===== src/rtl/disp_pkg.sv =====
// Shared constants for the clock-display scan driver: digit slot order and
// active-low seven-segment glyphs in {g,f,e,d,c,b,a} order.
package disp_pkg;

    typedef enum logic [1:0] {
        DIG_HT = 2'd0,
        DIG_HU = 2'd1,
        DIG_MT = 2'd2,
        DIG_MU = 2'd3
    } dig_e;

    localparam logic [6:0] SEG_0     = 7'b1000000;
    localparam logic [6:0] SEG_1     = 7'b1111001;
    localparam logic [6:0] SEG_2     = 7'b0100100;
    localparam logic [6:0] SEG_3     = 7'b0110000;
    localparam logic [6:0] SEG_4     = 7'b0011001;
    localparam logic [6:0] SEG_5     = 7'b0010010;
    localparam logic [6:0] SEG_6     = 7'b0000010;
    localparam logic [6:0] SEG_7     = 7'b1111000;
    localparam logic [6:0] SEG_8     = 7'b0000000;
    localparam logic [6:0] SEG_9     = 7'b0010000;
    localparam logic [6:0] SEG_DASH  = 7'b0111111;
    localparam logic [6:0] SEG_BLANK = 7'b1111111;

    // Slot 0 drives an[3], slot 3 drives an[0].
    function automatic logic [3:0] anode_of(input dig_e dig);
        return ~(4'b1000 >> dig);
    endfunction

endpackage


===== src/rtl/seg7_decode.sv =====
// Combinational BCD to active-low seven-segment decoder; an invalid digit
// renders as a dash.
module seg7_decode
    import disp_pkg::*;
(
    input  logic [3:0] bcd,
    input  logic       valid,
    output logic [6:0] seg
);

    always_comb begin
        seg = SEG_DASH;
        if (valid) begin
            case (bcd)
                4'd0:    seg = SEG_0;
                4'd1:    seg = SEG_1;
                4'd2:    seg = SEG_2;
                4'd3:    seg = SEG_3;
                4'd4:    seg = SEG_4;
                4'd5:    seg = SEG_5;
                4'd6:    seg = SEG_6;
                4'd7:    seg = SEG_7;
                4'd8:    seg = SEG_8;
                4'd9:    seg = SEG_9;
                default: seg = SEG_DASH;
            endcase
        end
    end

endmodule


===== src/rtl/hour_disp_scan.sv =====
// Four-digit common-anode scan driver for the HH:MM display: per-frame input
// shadowing, leading-zero blanking, colon, field blinking and guard slots.
module hour_disp_scan
    import disp_pkg::*;
#(
    parameter int SCAN_DIV     = 50000,
    parameter int GUARD        = 4,
    parameter int BLINK_FRAMES = 125
) (
    input  logic       clk,
    input  logic       rst,
    input  logic [4:0] hour,
    input  logic [6:0] minute,
    input  logic [1:0] blink_en,
    input  logic       colon_en,
    output logic [6:0] seg,
    output logic       dp,
    output logic [3:0] an,
    output logic       frame_tc
);

    localparam int CNT_W = $clog2(SCAN_DIV);
    localparam int FRM_W = (BLINK_FRAMES > 1) ? $clog2(BLINK_FRAMES) : 1;

    localparam logic [CNT_W-1:0] CNT_LAST  = CNT_W'(SCAN_DIV - 1);
    localparam logic [CNT_W-1:0] CNT_GUARD = CNT_W'(GUARD);
    localparam logic [FRM_W-1:0] FRM_LAST  = FRM_W'(BLINK_FRAMES - 1);

    logic [CNT_W-1:0] cnt_q, cnt_d;
    dig_e             idx_q, idx_d;
    logic [FRM_W-1:0] frm_q, frm_d;
    logic             blink_ph_q, blink_ph_d;

    logic [4:0]       hour_sh_q, hour_sh_d;
    logic [6:0]       minute_sh_q, minute_sh_d;
    logic [1:0]       blink_sh_q, blink_sh_d;
    logic             colon_sh_q, colon_sh_d;

    logic [6:0]       seg_q, seg_d;
    logic             dp_q, dp_d;
    logic [3:0]       an_q, an_d;
    logic             frame_tc_q, frame_tc_d;

    logic             slot_end;
    logic             frame_end;
    logic             capture;
    logic [3:0]       digit;
    logic             digit_valid;
    logic             blanked;
    logic             blink_field;
    logic             an_on;
    logic [6:0]       glyph;

    // Counters, frame/blink bookkeeping and the once-per-frame shadow capture.
    always_comb begin
        // NOTE: every always_comb output gets a default first, so no path can leave it unassigned and infer a latch.
        slot_end    = (cnt_q == CNT_LAST);
        frame_end   = slot_end && (idx_q == DIG_MU);
        capture     = (idx_q == DIG_HT) && (cnt_q == '0);

        cnt_d       = slot_end ? '0 : cnt_q + CNT_W'(1);
        idx_d       = slot_end ? dig_e'(idx_q + 2'd1) : idx_q;
        frm_d       = frm_q;
        blink_ph_d  = blink_ph_q;

        if (frame_end) begin
            if (frm_q == FRM_LAST) begin
                frm_d      = '0;
                blink_ph_d = ~blink_ph_q;
            end else begin
                frm_d = frm_q + FRM_W'(1);
            end
        end

        hour_sh_d   = capture ? hour     : hour_sh_q;
        minute_sh_d = capture ? minute   : minute_sh_q;
        blink_sh_d  = capture ? blink_en : blink_sh_q;
        colon_sh_d  = capture ? colon_en : colon_sh_q;
    end

    // Digit select and visibility, all from the shadow copies.
    always_comb begin
        digit       = '0;
        digit_valid = 1'b1;
        blanked     = 1'b0;
        blink_field = 1'b0;

        case (idx_q)
            DIG_HT: begin
                digit       = {3'b000, hour_sh_q[4]};
                blanked     = ~hour_sh_q[4];
                blink_field = blink_sh_q[1];
            end
            DIG_HU: begin
                digit       = hour_sh_q[3:0];
                digit_valid = (hour_sh_q[3:0] <= 4'd9);
                blink_field = blink_sh_q[1];
            end
            DIG_MT: begin
                digit       = {1'b0, minute_sh_q[6:4]};
                digit_valid = (minute_sh_q[6:4] <= 3'd5);
                blink_field = blink_sh_q[0];
            end
            DIG_MU: begin
                digit       = minute_sh_q[3:0];
                digit_valid = (minute_sh_q[3:0] <= 4'd9);
                blink_field = blink_sh_q[0];
            end
            default: ;
        endcase

        an_on      = (cnt_q >= CNT_GUARD) && !blanked && !(blink_field && blink_ph_q);
        an_d       = an_on ? anode_of(idx_q) : 4'hF;
        seg_d      = an_on ? glyph : SEG_BLANK;
        dp_d       = !(an_on && (idx_q == DIG_HU) && colon_sh_q);
        frame_tc_d = frame_end;
    end

    seg7_decode u_seg7_decode (
        .bcd   (digit),
        .valid (digit_valid),
        .seg   (glyph)
    );

    always_ff @(posedge clk) begin
        // NOTE: state registers use non-blocking assignment so every flop samples pre-edge values regardless of block order.
        if (rst) begin
            cnt_q       <= '0;
            idx_q       <= DIG_HT;
            frm_q       <= '0;
            blink_ph_q  <= 1'b0;
            hour_sh_q   <= '0;
            minute_sh_q <= '0;
            blink_sh_q  <= '0;
            colon_sh_q  <= 1'b0;
            seg_q       <= SEG_BLANK;
            dp_q        <= 1'b1;
            an_q        <= 4'hF;
            frame_tc_q  <= 1'b0;
        end else begin
            cnt_q       <= cnt_d;
            idx_q       <= idx_d;
            frm_q       <= frm_d;
            blink_ph_q  <= blink_ph_d;
            hour_sh_q   <= hour_sh_d;
            minute_sh_q <= minute_sh_d;
            blink_sh_q  <= blink_sh_d;
            colon_sh_q  <= colon_sh_d;
            seg_q       <= seg_d;
            dp_q        <= dp_d;
            an_q        <= an_d;
            frame_tc_q  <= frame_tc_d;
        end
    end

    assign seg      = seg_q;
    assign dp       = dp_q;
    assign an       = an_q;
    assign frame_tc = frame_tc_q;

endmodule


===== config.mk =====
export PLATFORM = sky130hd
export DESIGN_NAME = hour_disp_scan
export DESIGN_NICKNAME = d
export VERILOG_FILES = /design/src/rtl/disp_pkg.sv /design/src/rtl/seg7_decode.sv /design/src/rtl/hour_disp_scan.sv
export SDC_FILE = /design/constraint.sdc
export NUM_CORES = 1
export LEC_CHECK = 0
export ABC_CLOCK_PERIOD_IN_PS = 7100
export CORE_MARGIN = 4
export CORE_UTILIZATION = 56
export CTS_CLUSTER_DIAMETER = 200
export DETAILED_ROUTE_END_ITERATION = 10
export DONT_BUFFER_PORTS = 1
export PLACE_DENSITY = 0.75
export SKIP_CTS_REPAIR_TIMING = 1
export SLEW_MARGIN = 20
export SYNTH_ARGS = -nofsm -noshare
export SYNTH_HDL_FRONTEND = slang
export SYNTH_SLANG_ARGS = --single-unit

===== constraint.sdc =====
create_clock -name clk -period 7.1 [get_ports clk]
set_clock_uncertainty 0.1 [all_clocks]
set_input_delay 2.13 -clock clk [delete_from_list [all_inputs] [get_ports clk]]
set_output_delay 2.13 -clock clk [all_outputs]
set_load 0.005 [all_outputs]

==> insert_results.sql <==
INSERT INTO impl_metrics (metric_group, metric, value, unit) VALUES
('status', 'outcome', 'complete, no violations', ''),
('cells_and_area', 'final_cell_utilization_of_the_core', '0.608', ''),
('global_route', 'first_global_vias', '1771', ''),
('timing', 'max_freq', '349', 'MHz'),
('synth', 'netlist_instances', '292', ''),
('cells_and_area', 'stdcell_count', '336', ''),
('power_and_ir_drop', 'pwr_density_cell', '199', 'mW/mm²'),
('clock_network', 'ctsRootBufferMaster', 'clkbuf_8', ''),
('synth', 'postSynthRegisterBits', '54', ''),
('synth', 'synth_flop_cell', 'dfxtp_1', ''),
('global_route', 'grt.met2_usage', '0.314', ''),
('placed_design', 'buffer_ports.inserted', '0', ''),
('hold_path', 'holdCritStartpoint', 'colon_sh_q$_SDFFE_PP0P_', ''),
('synth', 'ys_warn_count', '0', ''),
('floorplan', 'num_io_pins', '30', ''),
('timing', 'timing.slew.headroom', '0.312', ''),
('setup_path', 'rr_worst_depth', '5', ''),
('timing', 'timing.final.crit_share', '0.404', ''),
('global_route', 'grt_max_degree', '30', ''),
('timing', 'tns', '0', 'ps'),
('global_route', 'antenna_violations_before_repair', '0', ''),
('floorplan', 'floorplan.rows', '24', ''),
('global_route', 'gr_usage_total', '0.181', ''),
('global_route', 'grt_pass1_wl', '8090', 'µm'),
('setup_path', 'start_kind', 'flip-flop', ''),
('floorplan', 'dieWidth', '75.5', 'µm'),
('global_route', 'grtUsageMet1', '0.227', ''),
('routing', 'drt_iter0_drc', '133', ''),
('power_and_ir_drop', 'max_ir_drop_vdd', '0.000125', 'V'),
('setup_path', 'endpoint_kind', 'flip-flop', ''),
('cells_and_area', 'most-common-layout-cells', 'dfxtp_1, nor2_1, nand3_1', ''),
('timing', 'layout_min_cycle_time', '2870', 'ps'),
('clock_network', 'clock_tree_from_tritoncts', 'yes', ''),
('global_route', 'busiest_layer', 'met2', ''),
('synth', 'yosysSeqAreaShare', '0.424', ''),
('setup_path', 'worstPathArrival', '3000', 'ps'),
('timing', 'final.hold.worst_slack', '318', 'ps'),
('floorplan', 'core_region_area', '0.00438', 'mm²'),
('placed_design', 'dp_hpwl', '3590', 'µm'),
('timing', 'setup_viol_count_final', '0', ''),
('placed_design', 'place.detailed.instances', '328', ''),
('cells_and_area', 'mostFrequentLayoutCell', 'dfxtp_1', ''),
('clock_network', 'clk_pin_slew_worst_paths', '90', 'ps'),
('setup_path', 'worstSetupPathType', 'reg2reg', ''),
('setup_path', 'critical_path_peak_fanout', '14', ''),
('routing', 'drt_first_pass_iters', '4', ''),
('hold_path', 'holdPathEnd', 'dp$_SDFF_PP1_', ''),
('setup_path', 'r2r-end', 'frm_q[5]$_SDFFE_PP0P_', ''),
('hold_path', 'min-delay-path-class', 'reg2reg', ''),
('synth', 'synth_cell_types', '44', ''),
('synth', 'cell_area_synth', '0.00255', 'mm²'),
('global_route', 'grt_overflow_total', '0', ''),
('timing', 'rsz0062_at_grt', 'no', ''),
('routing', 'drt-total-wl', '5010', 'µm'),
('synth', 'async_set_or_reset_register_ratio_after_synthesis', '0', ''),
('job', 'cap_viol_max_count', '0', ''),
('routing', 'avgViaCountPerCell', '6.04', ''),
('floorplan', 'die_area', '0.00570', 'mm²'),
('clock_network', 'clk-insertion-delay-late', '300', 'ps'),
('clock_network', 'numClockSinks', '54', ''),
('floorplan', 'chipHeight', '75.5', 'µm'),
('cells_and_area', 'final_layout_size_suffix_gt1_frac', '0.0634', ''),
('cells_and_area', 'antennaDiodeCount', '0', ''),
('synth', 'synth.net_count', '323', ''),
('timing', 'maxSlewViolCount', '0', ''),
('timing', 'hold_viol_final', '0', ''),
('clock_network', 'cts_inserted_buffers', '5', ''),
('cells_and_area', 'num-nets-final', '314', ''),
('cells_and_area', 'flow.area_growth_from_synthesis', '4.36', '%'),
('global_route', 'grtUsageMet3', '0.0435', ''),
('routing', 'remaining_drc_errors', '0', '');
[where the power goes]
part / total [mW] / internal (mW) / switching (mW) / leakage [nW]
Sequential: 0.320 / 0.313 / 0.00736 / 0.439
Clock: 0.175 / 0.0786 / 0.0967 / 0.0472
Combinational: 0.0341 / 0.0129 / 0.0213 / 0.494
[cell families (layout without fill, tap and decap cells)]
kind of cell,count (synthesis),count (layout),synth area share
muxes,5,5,0.0201
DFF,54,54,0.424
and+or+nand+nor,107,107,0.228
AOI/OAI and AO/OA,70,70,0.169
xor gates and xnor gates,14,14,0.0480
buffers and inverters,28,20,0.0422
adders and majority gates,14,14,0.0686
[how the worst max path moves through the flow]
stage | end | from | slack [ps]
global placement | seg[4]$_SDFF_PP1_ | rst | 4170
detailed placement | seg[4]$_SDFF_PP1_ | rst | 4150
CTS | seg[4] | seg[4]$_SDFF_PP1_ | 4220
global route | frm_q[5]$_SDFFE_PP0P_ | idx_q[0]$_SDFFE_PP0N_ | 4090
floorplan | seg[0]$_SDFF_PP1_ | rst | 3720
finish | frm_q[5]$_SDFFE_PP0P_ | idx_q[0]$_SDFFE_PP0N_ | 4230
[per-stage QoR]
step	cell area, µm²	power [mW]
2_1_floorplan	2550	0.355
3_3_place_gp	2570	0.360
3_5_place_dp	2570	0.361
4_1_cts	2660	0.536
5_1_grt	2660	0.554
6_report	2660	0.529
[per-layer routing]
metal / wire length, µm / up-vias
li1: - / 1032
met1: 2190 / 937
met2: 2490 / 59
met3: 308 / 2
met4: 25 / 0
met5: 0 / -
[Yosys cell counts (all sizes together) (4+ instances only)]
master,number,area share
dfxtp,54,0.42
nor2,27,0.040
nand3,25,0.049
a21oi,23,0.045
o21ai,22,0.043
nand2,17,0.025
clkbuf,15,0.022
ha,14,0.069
xor2,11,0.038
inv,10,0.015
nand4,6,0.015
or4,6,0.019
and2,5,0.012
and4,5,0.017
mux2i,4,0.016
or3,4,0.0098
[worst max-delay path, cell delays in order (launching register included)]
cell and delay (ps):
dfxtp_1 400, ha_1 480, or4b_2 620, or4_1 580
or4_1 470, a21oi_1 160
[sequential cells by signal, indices dropped and copies added, names as in the netlist]
signal	count
idx_q	2
blink_sh_q	2
dp	1
hour_sh_q	5
frm_q	7
blink_ph_q	1
cnt_q	16
frame_tc	1
seg	7
minute_sh_q	7
an	4
colon_sh_q	1
[final cells by class]
cell class              instances  area [µm²]
inverters                      10        37.5
well taps                      52        65.1
multi-input cells             210        1370
clock buffers                   6        82.6
fillers                       377        1720
flip-flops and latches         54        1080
repair buffers                  2        15.0
clock inverters                 2        12.5
Power figures use the tool's default switching activity.
